## config.mk

```make
export PLATFORM = sky130hd
export DESIGN_NAME = fir_mac_sequencer
export DESIGN_NICKNAME = d
export VERILOG_FILES = /design/src/rtl/fir_mac_sequencer.sv
export SDC_FILE = /design/constraint.sdc
export NUM_CORES = 1
export LEC_CHECK = 0
export CORE_MARGIN = 5
export CORE_UTILIZATION = 25
export DETAILED_ROUTE_END_ITERATION = 12
export GPL_ROUTABILITY_DRIVEN = 0
export HOLD_SLACK_MARGIN = 0.15
export PLACE_DENSITY = 0.41
export SLEW_MARGIN = 20
export SYNTH_ARGS = -nofsm -noshare
export SYNTH_HDL_FRONTEND = slang
export SYNTH_SLANG_ARGS = --single-unit
```

## constraint.sdc

```tcl
create_clock -name CLK -period 8.1 [get_ports CLK]
set_input_delay 1.62 -clock CLK [delete_from_list [all_inputs] [get_ports CLK]]
set_output_delay 1.62 -clock CLK [all_outputs]
set_load 0.02 [all_outputs]
```

## src/rtl/fir_mac_sequencer.sv

```systemverilog
// FIR multiply-accumulate sequencer.
// Accepts one sample at a time into a TAPS-deep delay line. It then walks
// the taps with a single MAC, one tap per cycle, and presents the scaled,
// saturated result until the consumer takes it.
module fir_mac_sequencer #(
    parameter int TAPS = 8,
    localparam int AW = $clog2(TAPS)
) (
    input  logic          CLK,
    input  logic          RST,
    input  logic          in_valid,
    output logic          in_ready,
    input  logic [7:0]    Xn,
    input  logic          coef_we,
    input  logic [AW-1:0] coef_addr,
    input  logic [7:0]    coef_wdata,
    output logic          coef_err,
    output logic          out_valid,
    input  logic          out_ready,
    output logic [7:0]    Yn,
    output logic          busy
);

    // 16-bit products summed over TAPS terms need AW extra bits of headroom.
    localparam int ACCW = 17 + AW;
    // Width of the accumulator after dropping the 7 Q1.7 fraction bits.
    localparam int SW = ACCW - 7;
    localparam logic [AW-1:0] TAP_LAST = AW'(TAPS - 1);
    localparam logic [AW-1:0] TAP_ONE  = AW'(1);

    typedef enum logic [1:0] {
        IDLE = 2'd0,
        MAC  = 2'd1,
        DONE = 2'd2
    } state_t;

    state_t            state_q;
    logic [ACCW-1:0]   acc_q;
    logic [AW-1:0]     tap_q;
    logic [7:0]        yn_q;
    logic              coef_err_q;
    logic [7:0]        x_q [TAPS];
    logic [7:0]        c_q [TAPS];

    logic [7:0]        x_sel;
    logic [7:0]        c_sel;
    logic [15:0]       x_ext;
    logic [15:0]       c_ext;
    logic [15:0]       prod;
    logic [ACCW-1:0]   acc_d;
    logic [SW-1:0]     scaled;
    logic [7:0]        yn_d;

    // MAC datapath: product of the current tap, running sum, and the
    // floor-scaled, saturated result that is captured on the last tap.
    always_comb begin
        x_sel  = x_q[tap_q];
        c_sel  = c_q[tap_q];
        x_ext  = {{8{x_sel[7]}}, x_sel};
        c_ext  = {{8{c_sel[7]}}, c_sel};
        prod   = x_ext * c_ext;
        acc_d  = acc_q + {{(ACCW-16){prod[15]}}, prod};
        scaled = acc_d[ACCW-1:7];
        yn_d   = scaled[7:0];
        if (scaled[SW-1:7] != {(SW-7){scaled[7]}}) begin
            yn_d = scaled[SW-1] ? 8'h80 : 8'h7F;
        end
    end

    // Sequencer FSM together with the delay line, coefficient file and accumulator.
    always_ff @(posedge CLK or negedge RST) begin
        if (!RST) begin
            state_q    <= IDLE;
            acc_q      <= '0;
            tap_q      <= '0;
            yn_q       <= '0;
            coef_err_q <= 1'b0;
            for (int i = 0; i < TAPS; i++) begin
                x_q[i] <= '0;
                c_q[i] <= '0;
            end
        end else begin
            coef_err_q <= 1'b0;
            case (state_q)
                IDLE: begin
                    if (coef_we) begin
                        c_q[coef_addr] <= coef_wdata;
                    end
                    if (in_valid) begin
                        x_q[0] <= Xn;
                        for (int i = 1; i < TAPS; i++) begin
                            x_q[i] <= x_q[i-1];
                        end
                        acc_q   <= '0;
                        tap_q   <= '0;
                        state_q <= MAC;
                    end
                end
                MAC: begin
                    coef_err_q <= coef_we;
                    acc_q      <= acc_d;
                    if (tap_q == TAP_LAST) begin
                        tap_q   <= '0;
                        yn_q    <= yn_d;
                        state_q <= DONE;
                    end else begin
                        tap_q <= tap_q + TAP_ONE;
                    end
                end
                DONE: begin
                    coef_err_q <= coef_we;
                    if (out_ready) begin
                        state_q <= IDLE;
                    end
                end
                default: begin
                    state_q <= IDLE;
                end
            endcase
        end
    end

    assign in_ready  = (state_q == IDLE);
    assign out_valid = (state_q == DONE);
    assign busy      = (state_q != IDLE);
    assign Yn        = yn_q;
    assign coef_err  = coef_err_q;

endmodule

```

Word level (Yosys, flattened, before mapping)
Index checks and enable logic that the tools add are counted.
{"block": "classes", "add_sub_neg": 2, "mul": 1, "magnitude_cmp": 3, "n_eq_ne": 7, "mux": 21, "bitwise_logic": 2, "n_reduce_logical": 10}
{"cell": "$bwmux 64", "n": 1}
{"cell": "$mux 8", "n": 7}
{"cell": "$bmux 8 s3", "n": 2}
{"cell": "$pmux 20 s2", "n": 1}
{"cell": "$demux 8 s3", "n": 1}
{"cell": "$add 20x20->20", "n": 1}
{"cell": "$mux 20", "n": 1}
{"cell": "$mul 8x8->16", "n": 1}
{"cell": "$ge 4x4->1 const B", "n": 2}
{"cell": "$not 3->4", "n": 2}
{"cell": "$reduce_and 2->1", "n": 4}
{"cell": "$mux 2", "n": 3}
{"cell": "$mux 3", "n": 2}
{"cell": "$pmux 2 s3", "n": 1}
{"cell": "$pmux 3 s2", "n": 1}
{"cell": "$ne 5x5->1", "n": 1}
{"cell": "$lt 4x1->1 const B", "n": 1}
{"cell": "$ne 2x2->1 const B", "n": 2}
{"cell": "$reduce_bool 2->1", "n": 2}
{"cell": "$add 3x1->3 const B", "n": 1}
{"cell": "$eq 3x3->1 const B", "n": 1}
{"cell": "$reduce_and 3->1", "n": 1}
{"cell": "$eq 2x1->1 const B", "n": 1}
{"cell": "$eq 2x2->1 const B", "n": 1}
{"cell": "5 further kinds", "n": 5}
{"block": "word_totals", "register_bits": 162, "out_inout_bits": 12}

Depth between registers and ports, before layout
{"block": "depth", "ltp_word": 8, "depth_mapped": 31}

Least setup slack after synthesis
OpenSTA, ideal clock, no wires.
{"block": "synth_timing", "path_kind": "flip-flop to flip-flop", "from": "register tap_q[0]", "to": "register yn_q[0], in the netlist Yn[0]", "t_arrival_ns": 7.818, "setup_slack_ns": 0.156, "path_stages_with_launch": 28, "path_buffers": 3, "synth_period_minus_slack_ns": 7.944, "path_cell_list": "dfrtp_1 > clkbuf_1 > buf_1 > mux4_2 > mux2i_1 > nor2_1 > fa_1 > inv_1 > fa_1 > inv_1 > fa_1 > inv_1 > fa_1 > inv_1 > ha_1 > and2_1 > nand4_1 > a21oi_2 > or4_4 > a32oi_4 > inv_1 > ha_1 > clkbuf_1 > a2111o_1 > o22ai_1 > xor2_1 > o32ai_2 > a221o_1"}
{"block": "synth_between", "elab_chain_len": 8, "word_cells_on_any_way": 14}
{"item": "from (decl)", "line_no": "39", "rtl": "logic [AW-1:0] tap_q;"}
{"item": "from (signal assigned)", "line_no": "107", "rtl": "tap_q <= tap_q + TAP_ONE;"}
{"item": "$not 3->4 (not written as such)", "line_no": "57, 58"}
{"item": "$bmux 8 s3 (on tied branches)", "line_no": "57, 58"}
{"item": "$mux 8 (on tied branches) (2 in series)", "line_no": "57, 58"}
{"item": "$mul 8x8->16", "line_no": "61", "rtl": "prod = x_ext * c_ext;"}
{"item": "$add 20x20->20", "line_no": "62", "rtl": "acc_d = acc_q + {{(ACCW-16){prod[15]}}, prod};"}
{"item": "$ne 5x5->1 or $mux 8 (tied branches)", "line_no": "65, 66"}
{"item": "$mux 8", "line_no": "65", "rtl": "if (scaled[SW-1:7] != {(SW-7){scaled[7]}}) begin"}
{"item": "to (signal assigned)", "line_no": "104", "rtl": "yn_q <= yn_d;"}
{"item": "to (decl)", "line_no": "40", "rtl": "logic [7:0] yn_q;"}
Several ways; a longest one is shown, not always the timed one. The select of a mux whose other input is x is not followed.
A chain may end at the register's enable or synchronous reset.

Final worst setup path
{"block": "layout_timing", "from": "register tap_q[0]", "to": "register yn_q[3], in the netlist Yn[3]"}
The elaborated chain is that of the path after synthesis.

==> results.txt <==
The flow ran to the end, and the final reports show no timing, DRC or antenna violations. For the largest net degree at the start of global routing, the log shows 66. The finished cells cover 12410 um2.

For this configuration, the core starts out at a cell density of 25.40%. Counting distinct cell types in the post-synthesis netlist gives 56. Compared with the post-synthesis result, the final layout area differs by 19.13%. Instance area after placement: 11710 um2.

Detailed routing inserted a total of 6537 vias. Max-cap violations in this run came to 0. The critical path in this run is classified as reg2reg. The final max-slew violation count is 0, and the net count after synthesis is 990. The initial antenna violation count was 0.

The largest total area in the synthesized netlist belongs to dfrtp_1. The worst pin sits at a relative slew slack of 24.23%. Detailed placement ended at an HPWL of 16600 um. The adder-cell share of the synthesized area is 17.13%, and the highest achievable clock rate is 130.2 MHz. For this run, the register share of the synthesized area comes to 38.91%. The run gives 74 as the number of rows in the core area. The detail route stage leaves a number of antenna-violating nets equal to 0. Setup repair after global routing left no endpoint under its margin. TritonCTS created 17 clock buffers.

Critical path arrival: 8000 ps. The tools report the detailed router's first-iteration violation count as 228. The via count of the first global-routing pass came out at 7076.

The share of cell area taken by muxes after synthesis came out at 22.50%. The total negative setup slack is 0 ps, and the H-tree depth is 4. The most used flip-flop cell after synthesis is dfrtp_1. The run gives 440 ps as the insertion delay to the later sink of the worst-skew pair. Of the total synthesized cell area, the portion taken by XOR and XNOR cells is 3.003%. In this run, post-CTS hold repair placed 0 buffers. Together, buffers and inverters on the worst path number 10. For the total iterations of the first detailed-routing run, the log shows 4. The largest clock skew in the final design was 8.698 ps. The die covers 45850 um2. Yosys attributes the largest share of cell area to dfrtp_1, mux2_2, fa_1, mux4_2, ha_1. 36 I/O pins were placed.

The y dimension of the die was 214.1 um. Counting every instance in the synthesized netlist gives 857. By area, the combinational part of the netlist is dominated by multiplexers. At the pin with the least slew margin, the transition time is 1132 ps. The number of flops mapped to enable cells by yosys is 0, and the placeable core region is 41020 um2. The worst setup path is launched from a flop. After the last flow step, the layout net total stands at 1071. Dividing the detail-routed wire length by the instance count gives 15.48 um.

Counting flops with an async set or reset pin after synthesis yields a share of 100.0%. The worst path uses 94.83% of the clock period. After filler insertion, the fill cell instance count of the layout stands at 4215.

The required time at the worst-slack endpoint came out at 8420 ps. Counting I/O delays and the setup requirement, the final critical path takes 7681 ps. The fraction of final layout cells sized beyond drive strength 1 was 29.16%; the share of Yosys cell area claimed by the top area cell type was 38.91%. The count of input and output buffers was 35; the synthesis warning total was 0. The antenna cell count is 0. The worst setup path is captured at a flop. The largest individual stage delay along the critical path comes from the cell fa_1. The cell at the root of the clock tree was clkbuf_16. The clock transition at the register clock pins on the worst setup and hold paths after CTS was 60 ps.

For the number of endpoints with negative hold slack in the final report, the log shows 0. The cell family contributing the most delay on the critical path is adder cells. Using the TritonRoute via totals, the vias-per-cell ratio works out to 4.411.

The first global-routing pass estimated 38250 um of wire. Summed over all layers, the routed wires come to 22940 um. The number of flip-flops and latches in the synthesized netlist is 162.

The compound-gate portion of the synthesized area was 7.603%; the overall overflow remaining after global route was 0. The post-synthesis area per instance is 12.16 um2. The peak fanout along the critical path works out to 7. Counting every sink on the clock net gives 162.

The worst-case setup slack after placement was -35.15 ps; the post-layout worst setup margin was 419.0 ps. Setup violations remaining at the end of the flow were counted as 0. In the routed design, unresolved DRC markers number 0.

The clock passes through at most 2 buffers. The floorplan step set the die width to 214.1 um. TritonCTS built the clock tree. Of the total synthesized cell area, the portion taken by AND, OR, NAND and NOR gates is 6.294%. The synthesized netlist occupies a cell area of 10420 um2.

The type of the most critical hold path was reg2reg. The aggregate global-route resource usage is 10.37%, and the stage delay of the slowest cell on the critical path is 590 ps.
[cell families after synthesis]
kind of cell	Yosys count
adder cells (fa/ha/maj)	109
multiplexers	178
flip-flops	162
buffers and inverters	126
XOR/XNOR	34
AND/OR/NAND/NOR	140
AO/OA/AOI/OAI	108
[metal layers]
metal	GRT usage [%]	wire, um
met4	2.899	264
met5	0	0
met3	2.287	510
met1	13.73	11120
met2	17.21	11050
[cell usage in the layout, fill, tap and decap left out, drive strengths merged, types with 2 or more instances in the layout]
cell,instances
dfrtp,162
mux2,129
inv,101
nor2,62
fa,56
buf,54
ha,53
clkdlybuf4s50,34
mux4,32
nand2,29
a21oi,27
clkbuf,22
xnor2,20
o21ai,18
mux2i,17
or2,13
xor2,13
a22o,12
nand2b,8
nor2b,7
a21o,7
a221o,7
o211ai,6
o21a,5
clkinv,5
nor3,4
and2,3
o21bai,3
nand3,3
a31oi,3
a211oi,3
o22ai,3
a21boi,3
nand3b,2
or3,2
bufinv,2
[cell type report]
| cell class | instances | area (um2) | share of cell area [%] |
|---|---|---|---|
| clock buffers | 22 | 464.2 | 3.740 |
| clock inverters | 9 | 105.1 | 0.8469 |
| inverters | 100 | 375.4 | 3.024 |
| multi-input cells | 569 | 5953 | 47.97 |
| flip-flops and latches | 162 | 4059 | 32.70 |
| well taps | 532 | 665.6 | 5.363 |
| repair buffers | 88 | 788.3 | 6.351 |
[registers in the layout, summed over array words and instances, names as in the netlist]
register  count
Yn            8
x_q          64
c_q          64
acc_q        20
tap_q         3
coef_err      1
state_q       2
[through the flow]
stage	hold slack (ps)	util (%)	std cells
6_report	492.7	30.26	1482
5_1_grt	513.5	30.26	1482
4_1_cts	500.1	29.95	1475
3_5_place_dp	485.2	28.56	1444
3_3_place_gp	478.9	28.56	1444
2_1_floorplan	456.3	-	857
[synth_stat cells, drive strengths merged, types with 4 or more instances]
cell type,number
nor2,62
a22o,12
nor2b,7
or2,13
mux2,129
o211ai,6
a221o,7
clkbuf,22
o21ai,18
buf,4
inv,100
nand2b,8
nor3,4
a21o,7
xor2,13
dfrtp,162
ha,53
mux4,32
fa,56
o21a,5
xnor2,20
a21oi,27
nand2,29
mux2i,17
[worst paths after layout]
check	start	end	slack, ps	cells past startpoint
setup / recovery	tap_q[0]	Yn[3]	420	29
hold / removal	acc_q[18]	acc_q[18]	490	2
setup reg to reg	tap_q[0]	Yn[3]	420	29
hold reg to reg	acc_q[18]	acc_q[18]	490	2
max in group asynchronous	RST	x_q[38]	5620	2
min in group asynchronous	RST	acc_q[15]	1170	1
[worst register-to-register path, delay by kind of cell, from the launching register on]
| family | cells | cell delay [ps] |
|---|---|---|
| xor gates and xnor gates | 1 | 250 |
| adders and majority gates | 6 | 2720 |
| DFF | 1 | 480 |
| AOI/OAI and AO/OA | 6 | 1220 |
| muxes | 2 | 890 |
| and+or+nand+nor | 4 | 750 |
| buffers and inverters | 10 | 1240 |
[timing repair]
action,in CTS,in global routing
setup endpoints to repair,7,9
pin swaps,0,3
cloned,0,0
buffers inserted,0,7
gates resized for setup,1,17
Power is left out: the tool's default activity adds up to more than one toggle a clock period on the data nets, which glitch-free logic cannot reach.
